--- config.mk ---
export PLATFORM = sky130hd
export DESIGN_NAME = cache_control
export DESIGN_NICKNAME = d
export VERILOG_FILES = /design/src/rtl/cache_control_pkg.sv /design/src/rtl/cache_control_plru.sv /design/src/rtl/cache_control.sv
export SDC_FILE = /design/constraint.sdc
export NUM_CORES = 1
export LEC_CHECK = 0
export ABC_AREA = 1
export CAP_MARGIN = 30
export CORE_UTILIZATION = 36
export DETAILED_ROUTE_END_ITERATION = 10
export GPL_TIMING_DRIVEN = 0
export MAX_ROUTING_LAYER = met4
export PLACE_DENSITY = 0.81
export SKIP_LAST_GASP = 1
export SLEW_MARGIN = 20
export SYNTH_ARGS = -nofsm -noshare
export SYNTH_HDL_FRONTEND = slang
export SYNTH_SLANG_ARGS = --single-unit
--- constraint.sdc ---
create_clock -name clk -period 2.1 [get_ports clk]
set_input_delay 0.42 -clock clk [delete_from_list [all_inputs] [get_ports clk]]
set_output_delay 0.42 -clock clk [all_outputs]
set_load 0.02 [all_outputs]
--- src/rtl/cache_control_pkg.sv ---
// Mux-select encodings for the cache datapath and the controller's shared
// types: FSM state enum, tree-PLRU helpers, way-index to select conversions.

package wemux;
    typedef enum logic [1:0] {
        zeros = 2'd0,
        ones  = 2'd1,
        mbe   = 2'd2
    } wemux_sel_t;
endpackage

package dimux;
    typedef enum logic {
        mem_wdata256_from_cpu = 1'b0,
        pmem_rdata_from_mem   = 1'b1
    } dimux_sel_t;
endpackage

package domux;
    typedef enum logic [2:0] {
        zeros        = 3'd0,
        data_array_0 = 3'd1,
        data_array_1 = 3'd2,
        data_array_2 = 3'd3,
        data_array_3 = 3'd4
    } domux_sel_t;
endpackage

package addrmux;
    typedef enum logic [2:0] {
        from_cpu = 3'd0,
        cache_0  = 3'd1,
        cache_1  = 3'd2,
        cache_2  = 3'd3,
        cache_3  = 3'd4
    } addrmux_sel_t;
endpackage

package cache_ctrl_types;
    import wemux::wemux_sel_t;
    import dimux::dimux_sel_t;
    import domux::domux_sel_t;
    import addrmux::addrmux_sel_t;

    typedef enum logic [1:0] {
        IDLE      = 2'd0,
        CHECK     = 2'd1,
        WRITEBACK = 2'd2,
        ALLOCATE  = 2'd3
    } cache_state_t;

    // lru[0] picks the half, lru[1]/lru[2] pick the way inside it
    function automatic logic [1:0] plru_victim(input logic [2:0] lru);
        return lru[0] ? {1'b1, lru[2]} : {1'b0, lru[1]};
    endfunction

    // Point the tree away from the way just accessed
    function automatic logic [2:0] plru_update(input logic [2:0] lru,
                                               input logic [1:0] way);
        logic [2:0] nxt;
        nxt    = lru;
        nxt[0] = (way < 2'd2);
        if (way < 2'd2)
            nxt[1] = (way == 2'd0);
        else
            nxt[2] = (way == 2'd2);
        return nxt;
    endfunction

    // Data-array output select follows way order after the zeros encoding
    function automatic domux_sel_t do_sel_of(input logic [1:0] way);
        return domux_sel_t'({1'b0, way} + 3'd1);
    endfunction

    function automatic addrmux_sel_t addr_sel_of(input logic [1:0] way);
        return addrmux_sel_t'({1'b0, way} + 3'd1);
    endfunction
endpackage

--- src/rtl/cache_control_plru.sv ---
// Combinational replacement logic: victim choice (first invalid way, else
// the tree-PLRU victim) and the PLRU bits after an access.

module cache_plru
    import cache_ctrl_types::*;
(
    input  logic [3:0] valid,
    input  logic [2:0] lru,
    input  logic [1:0] access_way,
    output logic [1:0] victim,
    output logic [2:0] lru_next
);

    // Invalid ways are free, so fill them before evicting anything
    always_comb begin
        victim = plru_victim(lru);
        casez (valid)
            4'b???0: victim = 2'd0;
            4'b??01: victim = 2'd1;
            4'b?011: victim = 2'd2;
            4'b0111: victim = 2'd3;
            default: victim = plru_victim(lru);
        endcase
    end

    // Tree update for the way being hit
    always_comb begin
        lru_next = plru_update(lru, access_way);
    end

endmodule

--- src/rtl/cache_control.sv ---
// Sequencing FSM for the 4-way set-associative cache: hit service,
// dirty write-back, then line allocate.
//
// state     | meaning
// ----------+-----------------------------------------------------------
// IDLE      | waiting for a CPU read or write
// CHECK     | arrays valid; respond on hit, else pick and latch victim
// WRITEBACK | writing dirty victim line to physical memory
// ALLOCATE  | fetching the requested line into the victim way

module cache_control
    import cache_ctrl_types::*;
(
    input  logic                  clk,
    input  logic                  rst,
    input  logic                  mem_read,
    input  logic                  mem_write,
    input  logic [3:0]            hit,
    input  logic [3:0]            valid,
    input  logic [3:0]            dirty,
    input  logic [2:0]            lru,
    input  logic                  pmem_resp,
    output logic                  mem_resp,
    output logic                  pmem_read,
    output logic                  pmem_write,
    output wemux::wemux_sel_t     we_sel [4],
    output dimux::dimux_sel_t     di_sel,
    output domux::domux_sel_t     do_sel,
    output addrmux::addrmux_sel_t addr_sel,
    output logic [3:0]            load_tag,
    output logic [3:0]            load_valid,
    output logic [3:0]            load_dirty,
    output logic                  valid_in,
    output logic                  dirty_in,
    output logic                  load_lru,
    output logic [2:0]            lru_in
);

    cache_state_t state, state_next;
    logic [1:0]   victim, victim_next;
    logic [1:0]   victim_pick;
    logic [1:0]   hit_way;
    logic [2:0]   lru_next;

    // Multi-hot hit is a datapath fault; lowest way wins deterministically
    always_comb begin
        hit_way = 2'd0;
        casez (hit)
            4'b???1: hit_way = 2'd0;
            4'b??10: hit_way = 2'd1;
            4'b?100: hit_way = 2'd2;
            4'b1000: hit_way = 2'd3;
            default: hit_way = 2'd0;
        endcase
    end

    cache_plru u_plru (
        .valid      (valid),
        .lru        (lru),
        .access_way (hit_way),
        .victim     (victim_pick),
        .lru_next   (lru_next)
    );

    // State and latched victim way
    always_ff @(posedge clk or posedge rst) begin
        if (rst) begin
            state  <= IDLE;
            victim <= 2'd0;
        end else begin
            state  <= state_next;
            victim <= victim_next;
        end
    end

    // Next-state and datapath controls
    always_comb begin
        state_next  = state;
        victim_next = victim;
        mem_resp    = 1'b0;
        pmem_read   = 1'b0;
        pmem_write  = 1'b0;
        for (int i = 0; i < 4; i++) we_sel[i] = wemux::zeros;
        di_sel      = dimux::mem_wdata256_from_cpu;
        do_sel      = domux::zeros;
        addr_sel    = addrmux::from_cpu;
        load_tag    = 4'b0000;
        load_valid  = 4'b0000;
        load_dirty  = 4'b0000;
        valid_in    = 1'b0;
        dirty_in    = 1'b0;
        load_lru    = 1'b0;
        lru_in      = 3'b000;

        case (state)
            IDLE: begin
                if (mem_read || mem_write) state_next = CHECK;
            end
            CHECK: begin
                if (|hit) begin
                    mem_resp = 1'b1;
                    do_sel   = do_sel_of(hit_way);
                    load_lru = 1'b1;
                    lru_in   = lru_next;
                    if (mem_write) begin
                        we_sel[hit_way]     = wemux::mbe;
                        load_dirty[hit_way] = 1'b1;
                        dirty_in            = 1'b1;
                    end
                    state_next = IDLE;
                end else begin
                    victim_next = victim_pick;
                    state_next  = dirty[victim_pick] ? WRITEBACK : ALLOCATE;
                end
            end
            WRITEBACK: begin
                pmem_write = 1'b1;
                addr_sel   = addr_sel_of(victim);
                do_sel     = do_sel_of(victim);
                if (pmem_resp) begin
                    load_dirty[victim] = 1'b1;
                    dirty_in           = 1'b0;
                    state_next         = ALLOCATE;
                end
            end
            ALLOCATE: begin
                pmem_read = 1'b1;
                addr_sel  = addrmux::from_cpu;
                if (pmem_resp) begin
                    di_sel             = dimux::pmem_rdata_from_mem;
                    we_sel[victim]     = wemux::ones;
                    load_tag[victim]   = 1'b1;
                    load_valid[victim] = 1'b1;
                    load_dirty[victim] = 1'b1;
                    valid_in           = 1'b1;
                    dirty_in           = 1'b0;
                    state_next         = CHECK;
                end
            end
            default: state_next = IDLE;
        endcase
    end

endmodule

# After elaboration in Yosys (flattened, before gate mapping)
# Cells that the tools add are included.
[totals]
ff_bits = 4
inputBits = 20
out_inout_bits = 36
[op_classes]
n_addsub = 2
order_cmp = 10
eq_ne = 13
n_mux = 44
bitwise = 4
n_reduce_logical = 11
[ops]
columns = ["operator", "count"]
rows = [
  ["$mux W4", 4],
  ["$mux W8", 2],
  ["$pmux W2 S4", 2],
  ["$pmux W8 S2", 1],
  ["$mux W1", 15],
  ["$mux W2", 7],
  ["$mux W3", 4],
  ["$lt A2 B3 Y1 const B", 3],
  ["$demux W2 S2", 2],
  ["$eq A2 B2 Y1 const B", 4],
  ["$pmux W4 S2", 1],
  ["$mux W7", 1],
  ["$add A2 B1 Y3 const B", 2],
  ["$ge A3 B3 Y1 const B", 2],
  ["$lt A3 B1 Y1 const B", 2],
  ["$ne A2 B2 Y1 const B", 3],
  ["$not A2 Y3", 2],
  ["$pmux W2 S3", 1],
  ["$pmux W3 S2", 1],
  ["$demux W1 S2", 2],
  ["$eq A2 B1 Y1 const B", 2],
  ["$eq A4 B3 Y1 const B", 1],
  ["$eq A4 B4 Y1 const B", 1],
  ["$ge A2 B1 Y1 const B", 2],
  ["12 further kinds", 17],
]

# Logic depth before layout (Yosys ltp)
[logic_depth]
depth_word = 10
ltp_mapped = 9
mapped_depth_nobuf = 9

# Cells and area by module
# A second synthesis with hierarchy kept.
[hier_totals]
cells_unflattened = 140
area_unflattened_um2 = 815.8
[modules_own_cells]
columns = ["mod", "instances", "cells_each", "area_each_um2"]
rows = [
  ["cache_control", 1, 121, 739.5],
  ["cache_plru", 1, 19, 76.3],
]

# Worst setup path before layout
# No wires, ideal clock.
[synth_path]
path_kind = "register to output"
startpoint = "register state[0]"
endpoint = "output do_sel[0]"
t_arrival_ns = 1.613
required_time_ns = 1.680
path_slack_ns = 0.067
path_stages_with_launch = 7
path_cell_list = "dfrtp_1 inv_1 ha_1 inv_1 nor2_1 a21oi_1 nor2_1"
[synth_via]
elab_chain_len = 2
word_cells_on_any_way = 3
cone_classes = "eq/ne: 2; mux: 1"
[synth_rtl]
columns = ["item", "line", "source"]
rows = [
  ["start: declaration", "cache_control.sv:39", "cache_state_t state, state_next;"],
  ["start signal: assignment", "cache_control.sv:71", "state <= state_next;"],
  ["$eq A2 B2 Y1 / $eq A2 B1 Y1 (equally long branches)", "cache_control.sv:95", "case (state)"],
  ["$pmux W3 S2 *", "cache_control.sv:95", ""],
  ["end: declaration", "cache_control.sv:28", "output domux::domux_sel_t do_sel,"],
]
# Every way passes the cells marked *; elsewhere a longest branch is shown, timed or not.

# Worst setup path after layout
[layout_path]
startpoint = "input hit[0]"
endpoint = "output do_sel[1]"
[layout_via]
elab_chain_len = 5
word_cells_on_any_way = 8
cone_classes = "add/sub: 1; eq/ne: 3; mux: 3; reduce/logical: 1"
[layout_rtl]
columns = ["item", "line", "source"]
rows = [
  ["start: declaration", "cache_control.sv:18", "input logic [3:0] hit,"],
  ["$eq A4 B4 Y1, or another cell as far along", "cache_control.sv:48", "casez (hit)"],
  ["$pmux W2 S3", "cache_control.sv:48", ""],
  ["$add A2 B1 Y3", "cache_control_pkg.sv:72", "return domux_sel_t'({1'b0, way} + 3'd1);"],
  ["$mux W3 *", "cache_control.sv:100", "if (|hit) begin"],
  ["$pmux W3 S2 *", "cache_control.sv:95", ""],
]
# Marked as above.

==> results.yml <==
outcome:
  status: "finished, final reports clean"
grt:
  met1_usage_pct: 18.8
  grt_max_degree: 10
  grt_util_met3_pct: 1.52
  grt.total_usage_pct: 18.0
  met2_usage_pct: 34.0
  grt_pass1_wl_mm: 3.53
  grt_overflow: 0
  antenna_found_initial: 0
  top_usage_layer: "met2"
  grt_pass1_vias: 891
worst_setup_path:
  crit_type: "in -> out"
  cp_slowest_stage_delay_ps: 260
  worstSetupStartpointType: "input port"
  crit_path_end_kind: "output port"
  cp.required_ps: 1680
  path_max_fanout: 3
  crit_family: "buffers and inverters"
  path_buf_inv: 3
  worst_ep_arrival_time_ps: 1610
  slowest_stage: "ha_4"
  path_cells: "buf_2, nor2_4, nand3b_1, o21ai_2, inv_2, ha_4, nor2_1, o21a_1, buf_6"
cells_and_area:
  fin_util_pct: 65.1
  multi_input_area_um2: 596
  drive_gt1_share_pct: 25.3
  regArea_um2: 100
  nFillCells: 207
  area_growth_pct: 70.7
  antennaDiodeCount: 0
  finalNonFillerCells: 222
  nets: 229
detailed_routing:
  firstDrtPassIters: 4
  postRouteAntennaNets: 0
  drt_iter0_drc: 11
  wl_per_cell_um: 9.53
  drcViolationCount: 0
  vias_per_cell: 4.46
  routed_wl_mm: 2.12
  vias: 991
timing:
  setup_viol_count_final: 0
  max_freq_mhz: 492
  fin_worst_skew_ps: 4.10
  drv_slew: 0
  worst_pin_slew_ps: 311
  slew-limit-headroom_pct: 79.0
  worst_slack_ps: 67.7
  period_needed_ps: 2030
  grt_setup_unrepaired: "true"
  timing.final.crit_share_pct: 96.8
  hold_viol: 0
clocking:
  clock_sinks: 4
  htreeDepth: 1
  cts.clk_slew.worst_paths_ps: 40
  cts_made_buffers: 3
  cts_tree: "done"
  clk_latency_ps: 230
  root_buffer: "clkbuf_4"
  cts_buffer_depth: 2
  hold_buffers: 0
yosys:
  synth.distinct_cells: 22
  ys_seq_elements: 4
  syn-num-nets: 166
  synth_area_um2: 836
  yosysMostFrequentCell: "inv_1"
  ys.flop_type: "dfrtp_1"
  synthTopCellsByArea: "ha_1 19%, inv_1 15%, dfrtp_1 12%"
  ys_warn_count: 0
  synth_top_area_share_pct: 19.5
  syn_area_per_cell_um2: 6.28
  synth_edf_count: 0
  synthCells: 133
  async_flop_share_pct: 100
  yosysTopAreaCell: "ha_1"
  netlist_top_cells_count: "34 x inv_1, 19 x nand2_1, 18 x nor2_1, 13 x ha_1, 8 x nand3_1"
  ys_seq_area_share_pct: 12.0
floorplan:
  die_y_um: 50.2
  io-pin-count: 56
  die_area_um2: 2520
  core-area_um2: 2190
  start_util_pct: 38.1
  rows: 17
  die_width_um: 50.2
placed_design:
  io_buffer_count: 55
  dp.final_hpwl_mm: 1.81
  dpl_worst_slack_ps: -888
  routabilityCongestion: 0.833
  dpl.cell_count: 216
power_and_ir_drop:
  clockPowerShare_pct: 10.1
  power_per_cell_area_nw_per_um2: 635
  peakVddDrop_mv: 0.404
  power_switching_w: 0.000472
  internal_power_w: 0.000433
  p_seq_share_pct: 16.3
  swShare_pct: 52.2
  comb_power_share_pct: 73.6
  leakagePower_nw: 0.862
job:
  cap_violations: 0
hold_path:
  hold_class: "in -> async"
## state kept, by name, summed over array words and instances, names as in the netlist
| name | flops |
|---|---|
| victim | 2 |
| state | 2 |
## cells by family (layout without fill, tap and decap cells)
kind of cell | Yosys count | count (layout) | synth area share, %
buffers and inverters | 42 | 103 | 21.9
AO/OA/AOI/OAI | 18 | 18 | 12.7
AND/OR/NAND/NOR | 56 | 56 | 34.0
flip-flops | 4 | 4 | 12.0
adder cells (fa/ha/maj) | 13 | 13 | 19.5
## worst paths after layout
kind / startpoint / endpoint / slack (ps) / cells after the start
min in group clk: victim[0]$_DFFE_PP0P_ / victim[0]$_DFFE_PP0P_ / 590 / 2
max in group asynchronous: rst / state[0]$_DFFE_PP0P_ / 1580 / 2
max reg2reg: state[0]$_DFFE_PP0P_ / state[1]$_DFFE_PP0P_ / 550 / 7
min reg2reg: victim[0]$_DFFE_PP0P_ / victim[0]$_DFFE_PP0P_ / 590 / 2
max: hit[0] / do_sel[1] / 70 / 9
min: rst / victim[1]$_DFFE_PP0P_ / 370 / 2
## through the flow
step / setup TNS, ps / hold slack [ps] / power, W / area [um^2]
floorplan: 0 / 186 / 0.000588 / 836
CTS: -29.7 / 370 / 0.000909 / 1440
finish: 0 / 371 / 0.000905 / 1430
global route: -39.5 / 386 / 0.000984 / 1430
global placement: -12070 / 556 / 0.000846 / 1420
detailed placement: -13590 / 572 / 0.000857 / 1420
## worst register-to-register path: stages, from the launching register on
cell and delay (ps):
dfrtp_1 420, inv_2 120, ha_4 180, nor2_1 70, o21ai_0 280, inv_1 120, o211ai_1 110, o21ai_0 130
## layer usage
metal / routed length [um] / part of all wire (%)
met1: 810 / 38
met2: 1120 / 53
met3: 152 / 7.2
met4: 31 / 1.5
met5: 0 / 0
## power groups by stage
| stage | Sequential, W | Clock [W] | Combinational [W] |
|---|---|---|---|
| detailed placement | 0.000145 | 0 | 0.000712 |
| floorplan | 0.000136 | 0 | 0.000452 |
| global route | 0.000152 | 0.0000953 | 0.000737 |
| finish | 0.000148 | 0.0000911 | 0.000666 |
| CTS | 0.000146 | 0.0000952 | 0.000667 |
| global placement | 0.000142 | 0 | 0.000704 |
## cell usage in the layout, fill, tap and decap left out, drive strengths merged, types with 2 or more instances in the layout
| master | netlist | final |
|---|---|---|
| dlygate4sd2 | 0 | 24 |
| clkbuf | 0 | 8 |
| o21ai | 6 | 6 |
| clkdlybuf4s50 | 0 | 16 |
| nand3 | 8 | 8 |
| inv | 36 | 36 |
| a21oi | 8 | 8 |
| buf | 6 | 17 |
| dfrtp | 4 | 4 |
| ha | 13 | 13 |
| nor2 | 23 | 23 |
| nand2 | 22 | 22 |
| nand3b | 2 | 2 |
## timing repair
item | 4_1_cts | 5_1_grt
pin swaps | 4 | 3
cloned | 0 | 0
resized for setup | 75 | 16
setup buffers | 3 | 0
endpoints found under the setup margin | 35 | 13
## cell type report
cell class                 instances  area share [%]
timing repair buffer              58            34.4
inverter                          36            9.65
clock buffer                       3            1.58
multi-input combinational         87            41.8
buffer                             6            3.16
tap                               28            2.46
sequential                         4            7.02
Power figures use the tool's default switching activity.
